==> src/rtl/seg7_pkg.sv <==
// Shared definitions for the 7-segment scan controller.
// Holds the conversion FSM state encoding, the segment code table
// (bit0 = a ... bit6 = g, active-high) and a constant helper for the clamp limit.
package seg7_pkg;

   typedef enum logic [1:0] {
      S_IDLE   = 2'd0,
      S_REQ    = 2'd1,
      S_WAIT   = 2'd2,
      S_COMMIT = 2'd3
   } state_t;

   localparam logic [6:0] SEG_0 = 7'h3F;
   localparam logic [6:0] SEG_1 = 7'h06;
   localparam logic [6:0] SEG_2 = 7'h5B;
   localparam logic [6:0] SEG_3 = 7'h4F;
   localparam logic [6:0] SEG_4 = 7'h66;
   localparam logic [6:0] SEG_5 = 7'h6D;
   localparam logic [6:0] SEG_6 = 7'h7D;
   localparam logic [6:0] SEG_7 = 7'h07;
   localparam logic [6:0] SEG_8 = 7'h7F;
   localparam logic [6:0] SEG_9 = 7'h6F;
   // Non-decimal codes light the middle bar only, so a bad digit is visible.
   localparam logic [6:0] SEG_BAD = 7'h40;

   // 10**n, evaluated at elaboration to size the clamp limit.
   function automatic logic [63:0] pow10(input int unsigned n);
      logic [63:0] r;
      r = 64'd1;
      for (int unsigned i = 0; i < n; i++) begin
         r = r * 64'd10;
      end
      return r;
   endfunction

endpackage

==> src/rtl/seg7_dec.sv <==
// Combinational BCD digit to 7-segment decoder using the shared code table.
module seg7_dec
   import seg7_pkg::*;
(
   input  logic [3:0] digit,
   output logic [6:0] seg
);

   // Table lookup; codes 10-15 fall through to the middle-bar pattern.
   always_comb begin
      seg = SEG_BAD;
      case (digit)
         4'd0:    seg = SEG_0;
         4'd1:    seg = SEG_1;
         4'd2:    seg = SEG_2;
         4'd3:    seg = SEG_3;
         4'd4:    seg = SEG_4;
         4'd5:    seg = SEG_5;
         4'd6:    seg = SEG_6;
         4'd7:    seg = SEG_7;
         4'd8:    seg = SEG_8;
         4'd9:    seg = SEG_9;
         default: seg = SEG_BAD;
      endcase
   end

endmodule

==> src/rtl/seg7_scan_ctrl.sv <==
// Multiplexed 7-segment display controller.
// Periodically hands the binary input to an external BCD converter, collects
// the returned digits into a shadow set, commits them atomically to the display
// registers and scans the anodes one digit at a time with optional
// leading-zero blanking.
module seg7_scan_ctrl
   import seg7_pkg::*;
#(
   parameter int BIN_VAL_WIDTH = 14,
   parameter int DEC_DIGITS    = 4,
   parameter int UPD_PERIOD    = 1000000,
   parameter int SCAN_PERIOD   = 50000,
   parameter int TIMEOUT       = 256
) (
   input  logic                     clk,
   input  logic                     rst_n,
   input  logic                     en_i,
   input  logic                     blank_lz_i,
   input  logic [BIN_VAL_WIDTH-1:0] val_i,
   output logic                     bcd_req_o,
   output logic [BIN_VAL_WIDTH-1:0] bcd_val_o,
   input  logic [3:0]               bcd_digit_i,
   input  logic [DEC_DIGITS-1:0]    bcd_resp_i,
   output logic [6:0]               seg_o,
   output logic [DEC_DIGITS-1:0]    an_o,
   output logic                     busy_o,
   output logic                     ovf_o,
   output logic                     err_o
);

   localparam int UPD_W  = (UPD_PERIOD > 1) ? $clog2(UPD_PERIOD) : 1;
   localparam int SCAN_W = (SCAN_PERIOD > 1) ? $clog2(SCAN_PERIOD) : 1;
   localparam int IDX_W  = (DEC_DIGITS > 1) ? $clog2(DEC_DIGITS) : 1;
   localparam int TMO_W  = $clog2(TIMEOUT + 1);

   localparam logic [UPD_W-1:0]      UPD_LAST  = UPD_W'(UPD_PERIOD - 1);
   localparam logic [SCAN_W-1:0]     SCAN_LAST = SCAN_W'(SCAN_PERIOD - 1);
   localparam logic [IDX_W-1:0]      IDX_LAST  = IDX_W'(DEC_DIGITS - 1);
   localparam logic [TMO_W-1:0]      TMO_LAST  = TMO_W'(TIMEOUT - 1);
   localparam logic [DEC_DIGITS-1:0] AN_ONE    = DEC_DIGITS'(1);
   // Largest value the digit count can show; larger inputs are clamped to it.
   localparam logic [63:0]           MAX_VAL   = pow10(DEC_DIGITS) - 64'd1;

   state_t                        state_reg;
   state_t                        state_next;
   logic [UPD_W-1:0]              upd_cnt_reg;
   logic                          upd_tick;
   logic [TMO_W-1:0]              tmo_cnt_reg;
   logic                          tmo_hit;
   logic                          strobe_ok;
   logic                          last_strobe;
   logic                          load_val;
   logic                          shadow_we;
   logic                          commit;
   logic                          set_err;
   logic                          clamp;
   logic                          clamp_reg;
   logic [DEC_DIGITS-1:0][3:0]    shadow_reg;
   logic [DEC_DIGITS-1:0][3:0]    disp_reg;
   logic [DEC_DIGITS-1:0]         zero_above;
   logic [DEC_DIGITS-1:0]         blank;
   logic [SCAN_W-1:0]             scan_cnt_reg;
   logic                          scan_tick;
   logic [IDX_W-1:0]              idx_reg;
   logic [DEC_DIGITS-1:0]         an_sel;
   logic [6:0]                    seg_dec;

   assign upd_tick    = (upd_cnt_reg == UPD_LAST);
   assign tmo_hit     = (tmo_cnt_reg == TMO_LAST);
   // A multi-hot strobe is treated as corrupt and writes nothing.
   assign strobe_ok   = $onehot(bcd_resp_i);
   assign last_strobe = strobe_ok && bcd_resp_i[DEC_DIGITS-1];
   assign clamp       = (64'(val_i) > MAX_VAL);
   assign scan_tick   = (scan_cnt_reg == SCAN_LAST);
   assign an_sel      = AN_ONE << idx_reg;

   // Free-running update timebase; ticks once per period regardless of FSM state.
   always_ff @(posedge clk or negedge rst_n) begin
      if (!rst_n) begin
         upd_cnt_reg <= '0;
      end else if (upd_tick) begin
         upd_cnt_reg <= '0;
      end else begin
         upd_cnt_reg <= upd_cnt_reg + UPD_W'(1);
      end
   end

   // Conversion FSM state register.
   always_ff @(posedge clk or negedge rst_n) begin
      if (!rst_n) begin
         state_reg <= S_IDLE;
      end else begin
         state_reg <= state_next;
      end
   end

   // Next-state and control decode; ticks that arrive while busy are simply dropped.
   always_comb begin
      state_next = state_reg;
      load_val   = 1'b0;
      shadow_we  = 1'b0;
      commit     = 1'b0;
      set_err    = 1'b0;
      bcd_req_o  = 1'b0;
      busy_o     = 1'b1;
      case (state_reg)
         S_IDLE: begin
            busy_o = 1'b0;
            if (upd_tick && en_i) begin
               load_val   = 1'b1;
               state_next = S_REQ;
            end
         end
         S_REQ: begin
            bcd_req_o  = 1'b1;
            state_next = S_WAIT;
         end
         S_WAIT: begin
            shadow_we = strobe_ok;
            // A final strobe landing on the timeout cycle still counts as in time.
            if (last_strobe) begin
               state_next = S_COMMIT;
            end else if (tmo_hit) begin
               set_err    = 1'b1;
               state_next = S_IDLE;
            end
         end
         S_COMMIT: begin
            commit     = 1'b1;
            state_next = S_IDLE;
         end
         default: begin
            state_next = S_IDLE;
         end
      endcase
   end

   // Cycles since the request; held at zero while idle, stops at the limit.
   always_ff @(posedge clk or negedge rst_n) begin
      if (!rst_n) begin
         tmo_cnt_reg <= '0;
      end else if (state_reg == S_IDLE) begin
         tmo_cnt_reg <= '0;
      end else if (!tmo_hit) begin
         tmo_cnt_reg <= tmo_cnt_reg + TMO_W'(1);
      end
   end

   // Operand and clamp flag captured as the request is issued, held until the next one.
   always_ff @(posedge clk or negedge rst_n) begin
      if (!rst_n) begin
         bcd_val_o <= '0;
         clamp_reg <= 1'b0;
      end else if (load_val) begin
         bcd_val_o <= clamp ? MAX_VAL[BIN_VAL_WIDTH-1:0] : val_i;
         clamp_reg <= clamp;
      end
   end

   genvar gi;
   generate
      for (gi = 0; gi < DEC_DIGITS; gi++) begin : g_digit
         // Shadow digit: cleared at each new request so an abandoned conversion leaves nothing behind.
         always_ff @(posedge clk or negedge rst_n) begin
            if (!rst_n) begin
               shadow_reg[gi] <= 4'd0;
            end else if (load_val) begin
               shadow_reg[gi] <= 4'd0;
            end else if (shadow_we && bcd_resp_i[gi]) begin
               shadow_reg[gi] <= bcd_digit_i;
            end
         end

         // Display digit: only ever loaded from the shadow on commit.
         always_ff @(posedge clk or negedge rst_n) begin
            if (!rst_n) begin
               disp_reg[gi] <= 4'd0;
            end else if (commit) begin
               disp_reg[gi] <= shadow_reg[gi];
            end
         end

         // zero_above[k]: digit k and every more significant digit are zero.
         if (gi == DEC_DIGITS - 1) begin : g_top
            assign zero_above[gi] = (disp_reg[gi] == 4'd0);
         end else begin : g_low
            assign zero_above[gi] = (disp_reg[gi] == 4'd0) && zero_above[gi+1];
         end

         // The ones digit always shows so a zero value reads as "0".
         if (gi == 0) begin : g_ones
            assign blank[gi] = 1'b0;
         end else begin : g_upper
            assign blank[gi] = blank_lz_i && zero_above[gi];
         end
      end
   endgenerate

   // Committed error/overflow flags; err_o is sticky until reset.
   always_ff @(posedge clk or negedge rst_n) begin
      if (!rst_n) begin
         ovf_o <= 1'b0;
         err_o <= 1'b0;
      end else begin
         if (commit) begin
            ovf_o <= clamp_reg;
         end
         if (set_err) begin
            err_o <= 1'b1;
         end
      end
   end

   // Scan timebase: dwell SCAN_PERIOD cycles per digit, then move to the next one.
   always_ff @(posedge clk or negedge rst_n) begin
      if (!rst_n) begin
         scan_cnt_reg <= '0;
         idx_reg      <= '0;
      end else if (scan_tick) begin
         scan_cnt_reg <= '0;
         idx_reg      <= (idx_reg == IDX_LAST) ? '0 : idx_reg + IDX_W'(1);
      end else begin
         scan_cnt_reg <= scan_cnt_reg + SCAN_W'(1);
      end
   end

   seg7_dec u_dec (
      .digit (disp_reg[idx_reg]),
      .seg   (seg_dec)
   );

   // Registered drive of the active digit; anode is dark when disabled or blanked.
   always_ff @(posedge clk or negedge rst_n) begin
      if (!rst_n) begin
         seg_o <= '0;
         an_o  <= '0;
      end else begin
         seg_o <= seg_dec;
         an_o  <= (en_i && !blank[idx_reg]) ? an_sel : '0;
      end
   end

endmodule
==> config.mk <==
export PLATFORM = sky130hd
export DESIGN_NAME = seg7_scan_ctrl
export DESIGN_NICKNAME = d
export VERILOG_FILES = /design/src/rtl/seg7_pkg.sv /design/src/rtl/seg7_dec.sv /design/src/rtl/seg7_scan_ctrl.sv
export SDC_FILE = /design/constraint.sdc
export NUM_CORES = 1
export LEC_CHECK = 0
export BUFFER_PORTS_ARGS = -buffer_cell sky130_fd_sc_hd__buf_2
export CORE_AREA = 2 2 109 111
export CTS_CLUSTER_DIAMETER = 120
export CTS_CLUSTER_SIZE = 40
export DETAILED_ROUTE_END_ITERATION = 12
export DIE_AREA = 0 0 111 113
export GPL_ROUTABILITY_DRIVEN = 0
export HOLD_SLACK_MARGIN = 0.15
export PLACE_DENSITY_LB_ADDON = 0.1
export SLEW_MARGIN = 20
export SYNTH_ARGS = -nofsm -noshare
export SYNTH_HDL_FRONTEND = slang
export SYNTH_SLANG_ARGS = --single-unit
==> constraint.sdc <==
create_clock -name clk -period 3 [get_ports clk]
set_input_delay 0.6 -clock clk [delete_from_list [all_inputs] [get_ports clk]]
set_output_delay 0.6 -clock clk [all_outputs]
set_load 0.005 [all_outputs]
## After elaboration in Yosys (flattened, before gate mapping)

Memories as Yosys holds them, arrays and structs flattened. A register that Yosys moved wholly into a read port is not among the register bits.
Cells that the tools add are included.

| storage, ports and cells | value |
|---|---|
| register bits | 102 |
| ROM bits | 112 |
| bits of input ports | 26 |
| output and inout bits | 29 |
| logic and storage cells | 95 |
| memories kept | 1 |

Memory list:

| memory | depth | width | read ports | clocked after Yosys merged registers in | wr ports | RTL line | RTL |
|---|---|---|---|---|---|---|---|
| (no name shown) | 16 | 7 | 1 | 1 | 0 | seg7_dec.sv:12 | `case (digit)` |

| operators by class | value |
|---|---|
| add/subtract/negate cells | 7 |
| order comparisons | 2 |
| equal/unequal tests | 11 |
| shift-type cells | 1 |
| mux-type cells | 32 |
| reduce and logical (&&, ||, !) cells | 23 |

Operators by type and width:

| kind | number |
|---|---|
| 2-to-1 mux 4 bit | 10 |
| adder 20 x 1 -> 20 bit, second input constant | 1 |
| equality test 20 bit, second input constant | 1 |
| 2-to-1 mux 20 bit | 1 |
| 2-to-1 mux 9 bit | 2 |
| adder 16 x 1 -> 16 bit, second input constant | 1 |
| equality test 16 bit, second input constant | 1 |
| 2-to-1 mux 16 bit | 1 |
| greater-than comparator 14 bit, second input constant | 1 |
| 2-to-1 mux 14 bit | 1 |
| logical AND 1 bit | 12 |
| logical NOT 4 bit | 3 |
| 2-to-1 mux 1 bit | 10 |
| adder 9 x 1 -> 9 bit, second input constant | 1 |
| equality test 9 x 8 -> 1 bit, second input constant | 1 |
| binary-select mux 4 bit (select 2 bit) | 1 |
| 2-to-1 mux 2 bit | 4 |
| one-hot mux 2 bit (4 select lines) | 1 |
| nonzero test 2 bit | 4 |
| equality test 2 bit, second input constant | 3 |
| adder 1 x 1 -> 2 bit | 2 |
| << shifter 1 x 2 -> 4 bit, first input constant | 1 |
| adder 2 x 2 -> 3 bit | 1 |
| equality test 3 x 1 -> 1 bit, second input constant | 1 |
| 10 further kinds | 11 |

## Depth between registers and ports, before layout

Gate-level depths: netlist of the first run.

| depth | value |
|---|---|
| depth after elaboration | 9 |
| gate-level depth with buffers | 9 |
| depth with buffers taken out | 9 |

## Cells and area by module

A second synthesis of the first run with hierarchy kept.

| unflattened totals | value |
|---|---|
| cell total of the unflattened synthesis | 452 |
| area, all modules | 5118.7 um^2 |

By module, submodules not included:

| module | times used | cells each | area an instance (um^2) | sequential area each (um^2) |
|---|---|---|---|---|
| seg7_scan_ctrl | 1 | 423 | 4890.9 | 2727.6 |
| seg7_dec | 1 | 29 | 227.7 | 0.0 |

## Least setup slack after synthesis of the first run

No wires, ideal clock.

| timing path | value |
|---|---|
| path kind | input -> register |
| start | in bcd_resp_i[0] |
| end | reg shadow_reg[10] (netlist name) |
| setup time | 123 ps |
| arrival time | 2560 ps |
| required time | 2877 ps |
| setup slack | 317 ps |
| cell stages on the path | 9 |
| path buffers | 0 |
| cell sequence | inv_1 -> fa_1 -> inv_1 -> ha_1 -> ha_1 -> nor3b_1 -> nand3_1 -> mux2i_1 -> nor2_1 |

| between the ends | value |
|---|---|
| longest elaborated chain between the ends | 6 |

Ends and longest elaborated chain:

| what | RTL line | RTL |
|---|---|---|
| from (decl) | seg7_scan_ctrl.sv:23 | `input logic [DEC_DIGITS-1:0] bcd_resp_i,` |
| adder 1 x 1 -> 2 bit (not written as such) | seg7_scan_ctrl.sv:71 | `assign strobe_ok = $onehot(bcd_resp_i);` |
| adder 2 x 2 -> 3 bit (not written as such) | seg7_scan_ctrl.sv:71 |  |
| equality test 3 x 1 -> 1 bit | seg7_scan_ctrl.sv:71 |  |
| 2-to-1 mux 1 bit | seg7_scan_ctrl.sv:106 | `case (state_reg)` |
| logical AND 1 bit | seg7_scan_ctrl.sv:169 | `end else if (shadow_we && bcd_resp_i[gi]) begin` |
| nonzero test 2 bit (no line) | -- |  |
| to (signal, indexed assignment) | seg7_scan_ctrl.sv:170 | `shadow_reg[gi] <= bcd_digit_i;` |
| to (decl) | seg7_scan_ctrl.sv:58 | `logic [DEC_DIGITS-1:0][3:0] shadow_reg;` |

No other way between the ends.
A chain may end at the register's enable or synchronous reset.

## Worst setup path in the final report of the first run

| timing path | value |
|---|---|
| start | in bcd_resp_i[0] |
| end | reg shadow_reg[8] (netlist name) |

The elaborated chain is that of the path after synthesis.

==> reports/results.txt, run 1 <==
status = complete, no violations
sw frac = 28.02%
placed cell count = 648
final hold vios = 0
crit path buf inv count = 4
most frequent cells after synthesis = dfrtp_1 (109), nor2_1 (62), mux2_2 (27), mux2i_1 (27), nand2_1 (25)
fin nets = 559
Total GRT Usage = 16.39%
die height = 113 um
PnR Total Power = 3.854 mW
Ys Warns = 0
Final setup viols = 0
Worst path max stage delay = 0.53 ns
vias in the first global route = 3,331
vias per inst = 5.149
WL/cell = 14.54 um
Finished Layout Cells = 664
global-route wire length before repair = 16,590 um
sequential power share = 49.6%
clk root buf = clkbuf_16
syn nets = 498
CTS resizes = 0
Hold/Removal Path Class = in2async
Post-synth EDFFs = 0
Comb power frac = 18.8%
clock network fraction of total power = 31.5%
die area = 12,540 sq um
number of flip-flops in the largest register = 20
Slew HR = 51.06%
Int Pwr = 2.774 mW
Post-Syn Area per Cell = 11.26 sq um
Distinct cells, synth = 45
post-route setup TNS = 0 ns
Mapped Cells = 455
htree depth = 3
synthesized area = 5125 sq um
die width = 111 um
CTS Sinks = 109
ANT cells = 0
Final min period = 2.420 ns
Worst setup EP type = flip-flop
Worst-Skew Late Latency = 0.36 ns
Yosys top cell area share = 53.22%
GRT overflow = 0
Worst Path Max Fanout = 6
Worst EP arrival = 2.66 ns
hpwl dp = 6880 um
initial core utilization = 45.47%
via count = 3,419
sequential share of the synthesized area = 53.22%
Cell Pwr Density = 652.6 nW/um^2
cell taking the most area after synthesis = dfrtp_1
FP Rows = 39
cell at the slowest stage of the critical path = fa_1
crit path launch type = input port
I/O pins = 55
Worst Skew = 0.009512 ns
initial antenna violation count = 0
Worst-Margin Slew = 0.7286 ns
DR iter-0 viols = 172
FFs w/ async S/R, synth = 100.0%
CTS tree = yes
kind of critical path = in2reg
CTS Buf Count = 9
clock-pin slew on the worst setup and hold paths = 0.07 ns
Crit path max-delay family = adder cells
top-count cell post-synth = dfrtp_1
worst vdd ir = 0.4581 mV
# DRC = 0
antenna-violating nets left = 0
RSZ-0062 raised after global routing = false
MaxCap Viol Count = 0
Synth area leaders = dfrtp_1 (53%), mux2_2 (5.9%), mux2i_1 (5.3%)
pin count of the biggest net entering global routing = 52
layout overhead on the synthesized area = 15.23%
core outline area = 11,270 sq um
hold_buf cts = 0
hold slack = 0.2026 ns
fin crit share = 80.66%
fin. max-slew vios = 0
P_sw = 1.080 mW
top_reg_cell synth = dfrtp_1
number of synthesized register bits = 109
Pre-Repair DR Iteration Count = 5
Setup Buffers After CTS = 0
Bufs on Longest Clock Path = 2
routed wire length = 9652 um
layout cells sized above 1 = 22.26%
crit path cell chain = buf_2, inv_1, fa_1, inv_1, ha_1, ha_1, nor3b_1, buf_4, nand3_1, mux2i_1, nor2_1
I/O Buffers = 54
CP required = 3.24 ns
f_max = 0.4133 GHz
leakage = 2.863 nW
-- cell families after synthesis --
group	synth area share [%]
AND/OR/NAND/NOR	18.33
flip-flops	53.22
multiplexers	12.96
buffers and inverters	2.856
AO/OA/AOI/OAI	3.540
XOR/XNOR	4.785
adder cells (fa/ha/maj)	4.297
-- area by class of cell --
| class | instances | area, sq um |
|---|---|---|
| fillers | 1014 | 5366 |
| flip-flops and latches | 109 | 2728 |
| multi-input cells | 310 | 2257 |
| repair buffers | 63 | 352.8 |
| clock buffers | 12 | 246.5 |
| well taps | 143 | 178.9 |
| inverters | 23 | 86.33 |
| clock inverters | 4 | 56.30 |
-- path summary, 6_finish.rpt --
kind / start / to / slack, ns / cells after the start
worst max-delay path: bcd_resp_i[0] / shadow_reg[8]$_DFFE_PN0P_ / 0.58 / 11
worst min-delay path: rst_n / disp_reg[9]$_DFFE_PN0N_ / 0.20 / 1
worst max register to register: upd_cnt_reg[0]$_DFF_PN0_ / bcd_val_o[2]$_DFFE_PN0P_ / 0.66 / 6
worst min register to register: scan_cnt_reg[15]$_DFF_PN0_ / scan_cnt_reg[15]$_DFF_PN0_ / 0.48 / 1
max in group asynchronous: rst_n / bcd_val_o[11]$_DFFE_PN0P_ / 2.12 / 2
min in group clk: scan_cnt_reg[15]$_DFF_PN0_ / scan_cnt_reg[15]$_DFF_PN0_ / 0.48 / 1
-- power by group through the flow --
| stage | Clock (mW) | Combinational (mW) | Sequential, mW |
|---|---|---|---|
| finish | 1.21 | 0.726 | 1.91 |
| global route | 1.31 | 0.836 | 1.95 |
| CTS | 1.25 | 0.741 | 1.92 |
| detailed placement | 0 | 0.738 | 1.94 |
| global placement | 0 | 0.716 | 1.93 |
| floorplan | 0 | 0.521 | 1.88 |
-- cell usage in the layout (no fill, tap or decap), drive strengths merged, types with 5 or more instances in the layout --
cell type,instances
dfrtp,109
buf,63
nor2,62
mux2i,27
mux2,27
nand2,25
inv,24
nand3,17
ha,16
xnor2,14
xor2,14
o21ai,13
nand4,13
nor2b,12
clkbuf,12
nor4,10
a21oi,9
nor3,7
or3,5
-- per-stage QoR --
step / area (sq um) / utilization [%] / setup WS [ns]
5_1_grt: 5906 / 52.39 / 0.3945
3_3_place_gp: 5603 / 49.71 / 0.2835
4_1_cts: 5906 / 52.39 / 0.5694
3_5_place_dp: 5603 / 49.71 / 0.1826
6_report: 5906 / 52.39 / 0.5802
2_1_floorplan: 5125 / - / 0.3169
-- metal layers --
layer | share of wire [%] | GRT usage, % | wire, um
met1 | 47 | 21.22 | 4556
met4 | 1.4 | 4.500 | 131
met5 | 0 | 0 | 0
met2 | 47 | 26.46 | 4502
met3 | 4.8 | 5.731 | 462
Power figures use the tool's default switching activity.
==> inputs of run 2 (changes only) <==
- clock period: 3 -> 2 ns (I/O delays scaled with it)
==> run 2 against run 1 <==
Critical path depth is the same. Sequential power grew 50%. First-iteration DRC count shrank 19%. Clock skew shrank 0.0040 ns. Final area grew 4.3%. Clock power grew 45%. Combinational power grew 64%. Sequential cell count is the same. Register-to-register slack lost 0.57 ns. Global-route usage grew 0.60 points. Critical endpoint is now shadow_reg[7]$_DFFE_PN0P_. Highest routed layer unchanged.
==> reports/results.txt, run 2 (same netlist as run 1, synthesis figures left out) <==
I/O Buffers = 54 (unchanged)
Pre-Repair DR Iteration Count = 4 (-1)
die height = 113 um (unchanged)
P_sw = 1.631 mW (+51%)
fin. max-slew vios = 0 (unchanged)
clock-pin slew on the worst setup and hold paths = 0.07 ns (about the same)
crit path launch type = input port
antenna-violating nets left = 0 (unchanged)
core outline area = 11,270 sq um (unchanged)
fin nets = 576 (+3.0%)
Worst Path Max Fanout = 6 (unchanged)
sw frac = 27.98% (-0.037 points)
hpwl dp = 7193 um (+4.5%)
via count = 3,519 (+2.9%)
CTS Sinks = 109 (unchanged)
WL/cell = 14.48 um (-0.38%)
Comb power frac = 20.5% (+1.7 points)
htree depth = 3 (unchanged)
Slew HR = 34.32% (-17 points)
fin crit share = 99.06%
most frequent cells in the layout = dfrtp_1 (109), nor2_1 (62), buf_2 (51), mux2i_1 (27), mux2_2 (27)
sequential power share = 49.3% (-0.3 points)
Bufs on Longest Clock Path = 2 (unchanged)
crit path cell chain = buf_8, inv_8, fa_1, inv_1, ha_2, ha_4, nor3b_4, buf_6, nand3_4, mux2i_1, nor2_1
Worst setup EP type = flip-flop
Finished Layout Cells = 680 (+2.4%)
met2 WL = 4689 um (+4.2%)
die area = 12,540 sq um (unchanged)
number of flip-flops in the largest register = 20 (unchanged)
clk root buf = clkbuf_16
CTS tree = yes
layout overhead on the synthesized area = 20.14%
GRT overflow = 0 (unchanged)
cell at the slowest stage of the critical path = fa_1
WL met3 = 464 um (+0.43%)
terminating pin of the worst hold path = bcd_val_o[1]$_DFFE_PN0P_
# DRC = 0 (unchanged)
Final setup viols = 0 (unchanged)
Worst path max stage delay = 0.52 ns (about the same)
Worst-Margin Slew = 0.9832 ns (+0.2546 ns)
CP required = 2.27 ns (-0.97 ns)
CP startpoint = bcd_resp_i[0]
RR Startpoint = upd_cnt_reg[1]$_DFF_PN0_
met1 WL = 4564 um (+0.18%)
FF-to-FF setup slack = 0.09 ns (-0.57 ns)
Final min period = 1.981 ns
FF-to-FF path depth = 5 (-1)
layout cells sized above 1 = 26.82% (+4.6 points)
Worst Skew = 0.005518 ns (-0.003994 ns)
Worst-Skew Late Latency = 0.35 ns (about the same)
RR Endpoint = upd_cnt_reg[18]$_DFF_PN0_
MaxCap Viol Count = 0 (unchanged)
Hold Crit Depth = 3
FP Rows = 39 (unchanged)
vias per inst = 5.175 (+0.50%)
Cell Pwr Density = 946.4 nW/um^2 (+45%)
Worst EP arrival = 2.25 ns (-0.41 ns)
CTS Buf Count = 9 (unchanged)
leakage = 2.949 nW (+3.0%)
die width = 111 um (unchanged)
status = complete, no violations
pin count of the biggest net entering global routing = 36 (-31%)
hold slack = 0.3192 ns (+0.1166 ns)
ANT cells = 0 (unchanged)
Hold/Removal Path Class = in2reg
I/O pins = 55 (unchanged)
highest metal used = met4
Int Pwr = 4.196 mW (+51%)
area of the multi-input gates = 2349 sq um (+4.0%)
Hold Path Origin = val_i[1]
DR iter-0 viols = 139 (-19%)
vias in the first global route = 3,529 (+5.9%)
placed cell count = 662 (+2.2%)
routed wire length = 9847 um (+2.0%)
global-route wire length before repair = 17,080 um (+2.9%)
RSZ-0062 raised after global routing = true
worst vdd ir = 0.5967 mV (+30%)
most common cell after layout, fill and taps aside = dfrtp_1
pre-CTS setup slack = -0.4184 ns (-0.6010 ns)
clock network fraction of total power = 30.2% (-1.3 points)
f_max = 0.5048 GHz
initial antenna violation count = 0 (unchanged)
Fill cells = 1,023 (+0.89%)
Total GRT Usage = 16.99% (+0.60 points)
final hold vios = 0 (unchanged)
sequential cell area = 2728 sq um (unchanged)
initial core utilization = 45.47% (unchanged)
Final WS setup = 0.01887 ns (-0.5613 ns)
kind of critical path = in2reg
==> run 2: area by class of cell <==
type	instances	share of cell area, %
clock buffer	12	4.003
tap	143	2.906
sequential	109	44.30
timing repair buffer	80	8.372
clock inverter	3	0.7519
inverter	23	1.524
multi-input combinational	310	38.14
==> run 2: metrics by stage <==
stage | power, mW | utilization (%) | instance area [sq um] | setup TNS [ns]
2_1_floorplan | 3.624 | - | 5179 | -2.678
3_3_place_gp | 4.021 | 51.23 | 5774 | -6.480
3_5_place_dp | 4.065 | 51.23 | 5774 | -7.020
4_1_cts | 5.891 | 54.23 | 6113 | -0.001694
5_1_grt | 6.181 | 54.62 | 6157 | -0.5008
6_report | 5.827 | 54.62 | 6157 | 0
==> run 2: repair_timing <==
item,in CTS,in global routing
gates cloned,0,0
endpoints found under the hold margin,31,0
setup buffers,0,2
setup endpoints to repair,16,31
gates resized for setup,6,8
hold buffers,1,0
pin swaps,0,6
==> run 2: power groups by stage <==
stage / logic [mW] / registers (mW) / clock network [mW]
2_1_floorplan: 0.810 / 2.81 / 0
3_3_place_gp: 1.11 / 2.91 / 0
3_5_place_dp: 1.15 / 2.92 / 0
4_1_cts: 1.19 / 2.88 / 1.83
5_1_grt: 1.34 / 2.92 / 1.92
6_report: 1.19 / 2.87 / 1.76
==> run 2: worst max path at each step <==
stage | endpoint | cells after the start | slack, ns
after CTS | shadow_reg[7]$_DFFE_PN0P_ | 11 | -0.002
after detailed placement | shadow_reg[7]$_DFFE_PN0P_ | 11 | -0.42
after floorplan | shadow_reg[12]$_DFFE_PN0P_ | 9 | -0.17
final | shadow_reg[7]$_DFFE_PN0P_ | 11 | 0.02
after global placement | shadow_reg[12]$_DFFE_PN0P_ | 11 | -0.37
after global routing | shadow_reg[15]$_DFFE_PN0P_ | 11 | -0.07
==> run 2: layer usage <==
metal / vias to the layer above / global-route usage (%)
li1: 1724 / -
met1: 1718 / 22.10
met2: 66 / 27.48
met3: 11 / 5.517
met4: 0 / 5.000
met5: - / 0
==> run 2: critical path, delay by kind of cell <==
kind	cells	cell delay, ns
multiplexers	1	0.17
buffers and inverters	4	0.34
adder cells (fa/ha/maj)	3	0.91
AND/OR/NAND/NOR	3	0.43
==> inputs of run 3 (changes only) <==
- PLACE_DENSITY: default -> 0.7
- PLACE_DENSITY_LB_ADDON: 0.1 -> default
==> run 3 against run 2 <==
Via count is 1.8% higher. Fmax is 0.12% lower. Sequential cell count stayed put. Power is 0.61% higher. Die area stayed put. Sequential power hardly changed. Highest routed layer unchanged. Non-clock buffer count is 3 higher. Clock power is 2% higher.
==> reports/results.txt, run 3 (same netlist as run 1, synthesis figures left out) <==
final core occ = 54.79% (+0.17 points)
Worst-Margin Slew = 0.9550 ns (-0.02822 ns)
final hold vios = 0 (unchanged)
die height = 113 um (unchanged)
htree depth = 3 (unchanged)
crit path launch type = input port
CTS tree = yes
vias per inst = 5.238 (+1.2%)
f_max = 0.5042 GHz (-0.12%)
hpwl dp = 7354 um (+2.2%)
die width = 111 um (unchanged)
Comb power frac = 20.3% (-0.2 points)
MaxCap Viol Count = 0 (unchanged)
number of flip-flops in the largest register = 20 (unchanged)
ANT cells = 0 (unchanged)
Hold Crit Depth = 3 (unchanged)
post-route setup TNS = 0 ns (unchanged)
status = complete, no violations
most frequent cells in the layout = dfrtp_1 (109), nor2_1 (62), buf_2 (51), mux2i_1 (27), mux2_2 (27)
Placed Instance Area = 5782 sq um (+0.13%)
fin nets = 579 (+0.52%)
vias in the first global route = 3,637 (+3.1%)
WL/cell = 14.64 um (+1.1%)
Worst Skew = 0.007512 ns (+0.001994 ns)
kind of critical path = in2reg
clock-pin slew on the worst setup and hold paths = 0.07 ns (about the same)
FF-to-FF path depth = 5 (unchanged)
global-route wire length before repair = 17,380 um (+1.8%)
sw frac = 28.75% (+0.76 points)
die area = 12,540 sq um (unchanged)
hold slack = 0.3205 ns (+0.001297 ns)
CTS Sinks = 109 (unchanged)
fin crit share = 99.18% (+0.12 points)
leakage = 2.970 nW (+0.74%)
# DRC = 0 (unchanged)
clock network fraction of total power = 30.7% (+0.5 points)
Final min period = 1.984 ns (+0.002389 ns)
initial core utilization = 45.47% (unchanged)
FP Rows = 39 (unchanged)
GRT overflow = 0 (unchanged)
Hold/Removal Path Class = in2reg
pin count of the biggest net entering global routing = 42 (+17%)
routed wire length = 10,020 um (+1.7%)
core outline area = 11,270 sq um (unchanged)
final instance area = 6176 sq um (+0.30%)
clk root buf = clkbuf_16
terminating pin of the worst hold path = bcd_val_o[0]$_DFFE_PN0P_
Hold Path Origin = val_i[0]
sequential power share = 48.9% (-0.4 points)
Worst-Skew Late Latency = 0.35 ns (about the same)
Total GRT Usage = 17.12% (+0.13 points)
layout overhead on the synthesized area = 20.51%
Worst setup EP type = flip-flop
layout cells sized above 1 = 27.17% (+0.36 points)
DR iter-0 viols = 176 (+27%)
RR Startpoint = scan_cnt_reg[5]$_DFF_PN0_
I/O pins = 55 (unchanged)
via count = 3,583 (+1.8%)
Slew HR = 36.20% (+1.9 points)
Fill cells = 955 (-6.6%)
worst vdd ir = 0.6689 mV (+12%)
Worst EP arrival = 2.22 ns (-0.03 ns)
antenna-violating nets left = 0 (unchanged)
most common cell after layout, fill and taps aside = dfrtp_1
CP required = 2.24 ns (-0.03 ns)
Pre-Repair DR Iteration Count = 4 (unchanged)
RSZ-0062 raised after global routing = true
Bufs on Longest Clock Path = 2 (unchanged)
placed cell count = 663 (+0.15%)
FF-to-FF setup slack = 0.09 ns (about the same)
CTS Buf Count = 9 (unchanged)
Finished Layout Cells = 684 (+0.59%)
sequential cell area = 2728 sq um (unchanged)
I/O Buffers = 54 (unchanged)
fin. max-slew vios = 0 (unchanged)
Worst Path Max Fanout = 6 (unchanged)
Cell Pwr Density = 949.2 nW/um^2 (+0.30%)
Int Pwr = 4.177 mW (-0.46%)
initial antenna violation count = 0 (unchanged)
RR Endpoint = scan_cnt_reg[10]$_DFF_PN0_
Final setup viols = 0 (unchanged)
area of the multi-input gates = 2338 sq um (-0.43%)
P_sw = 1.685 mW (+3.4%)
## run 3: power groups by stage
stage / clock network (mW) / registers, mW / logic [mW]
2_1_floorplan: 0 / 2.81 / 0.810
3_3_place_gp: 0 / 2.90 / 1.12
3_5_place_dp: 0 / 2.91 / 1.18
4_1_cts: 1.84 / 2.87 / 1.21
5_1_grt: 1.93 / 2.92 / 1.35
6_report: 1.80 / 2.87 / 1.19
## run 3: layout make-up
cell class / count / area share, %
flip-flops and latches: 109 / 44.17
well taps: 143 / 2.897
inverters: 23 / 1.519
clock buffers: 10 / 3.707
repair buffers: 83 / 8.712
clock inverters: 6 / 1.135
multi-input cells: 310 / 37.86
## run 3: what timing repair did
action / 4_1_cts / 5_1_grt
endpoints found under the hold margin: 26 / 0
resized for setup: 9 / 3
setup endpoints to repair: 16 / 32
hold buffers: 1 / 0
buffers inserted: 0 / 4
pin swaps: 1 / 9
## run 3: critical path, cell delays in order
cell	delay, ns
buf_8	0.09
inv_8	0.03
fa_1	0.53
inv_1	0.04
ha_2	0.17
ha_4	0.22
nor3b_4	0.18
buf_6	0.18
nand3_4	0.12
mux2i_1	0.22
nor2_1	0.05
## run 3: worst max-delay path by stage
stage | startpoint | to | slack, ns | cells after the start
final | bcd_resp_i[0] | shadow_reg[3]$_DFFE_PN0P_ | 0.02 | 11
after global routing | bcd_resp_i[0] | shadow_reg[2]$_DFFE_PN0P_ | -0.06 | 11
after CTS | bcd_resp_i[0] | shadow_reg[9]$_DFFE_PN0P_ | 0.005 | 11
after detailed placement | bcd_resp_i[0] | shadow_reg[9]$_DFFE_PN0P_ | -0.45 | 11
after global placement | bcd_resp_i[0] | shadow_reg[12]$_DFFE_PN0P_ | -0.37 | 11
after floorplan | bcd_resp_i[0] | shadow_reg[12]$_DFFE_PN0P_ | -0.17 | 9
## run 3: through the flow
step / setup WS [ns] / total power [mW]
finish: 0.01648 / 5.862
global route: -0.06067 / 6.197
CTS: 0.005352 / 5.923
detailed placement: -0.4488 / 4.089
global placement: -0.3659 / 4.014
floorplan: -0.1700 / 3.624
## run 3: metal layers
| metal | wire, um | GRT usage (%) |
|---|---|---|
| met5 | 0 | 0 |
| met4 | 166 | 6.250 |
| met3 | 428 | 5.035 |
| met2 | 4861 | 27.93 |
| met1 | 4558 | 21.90 |
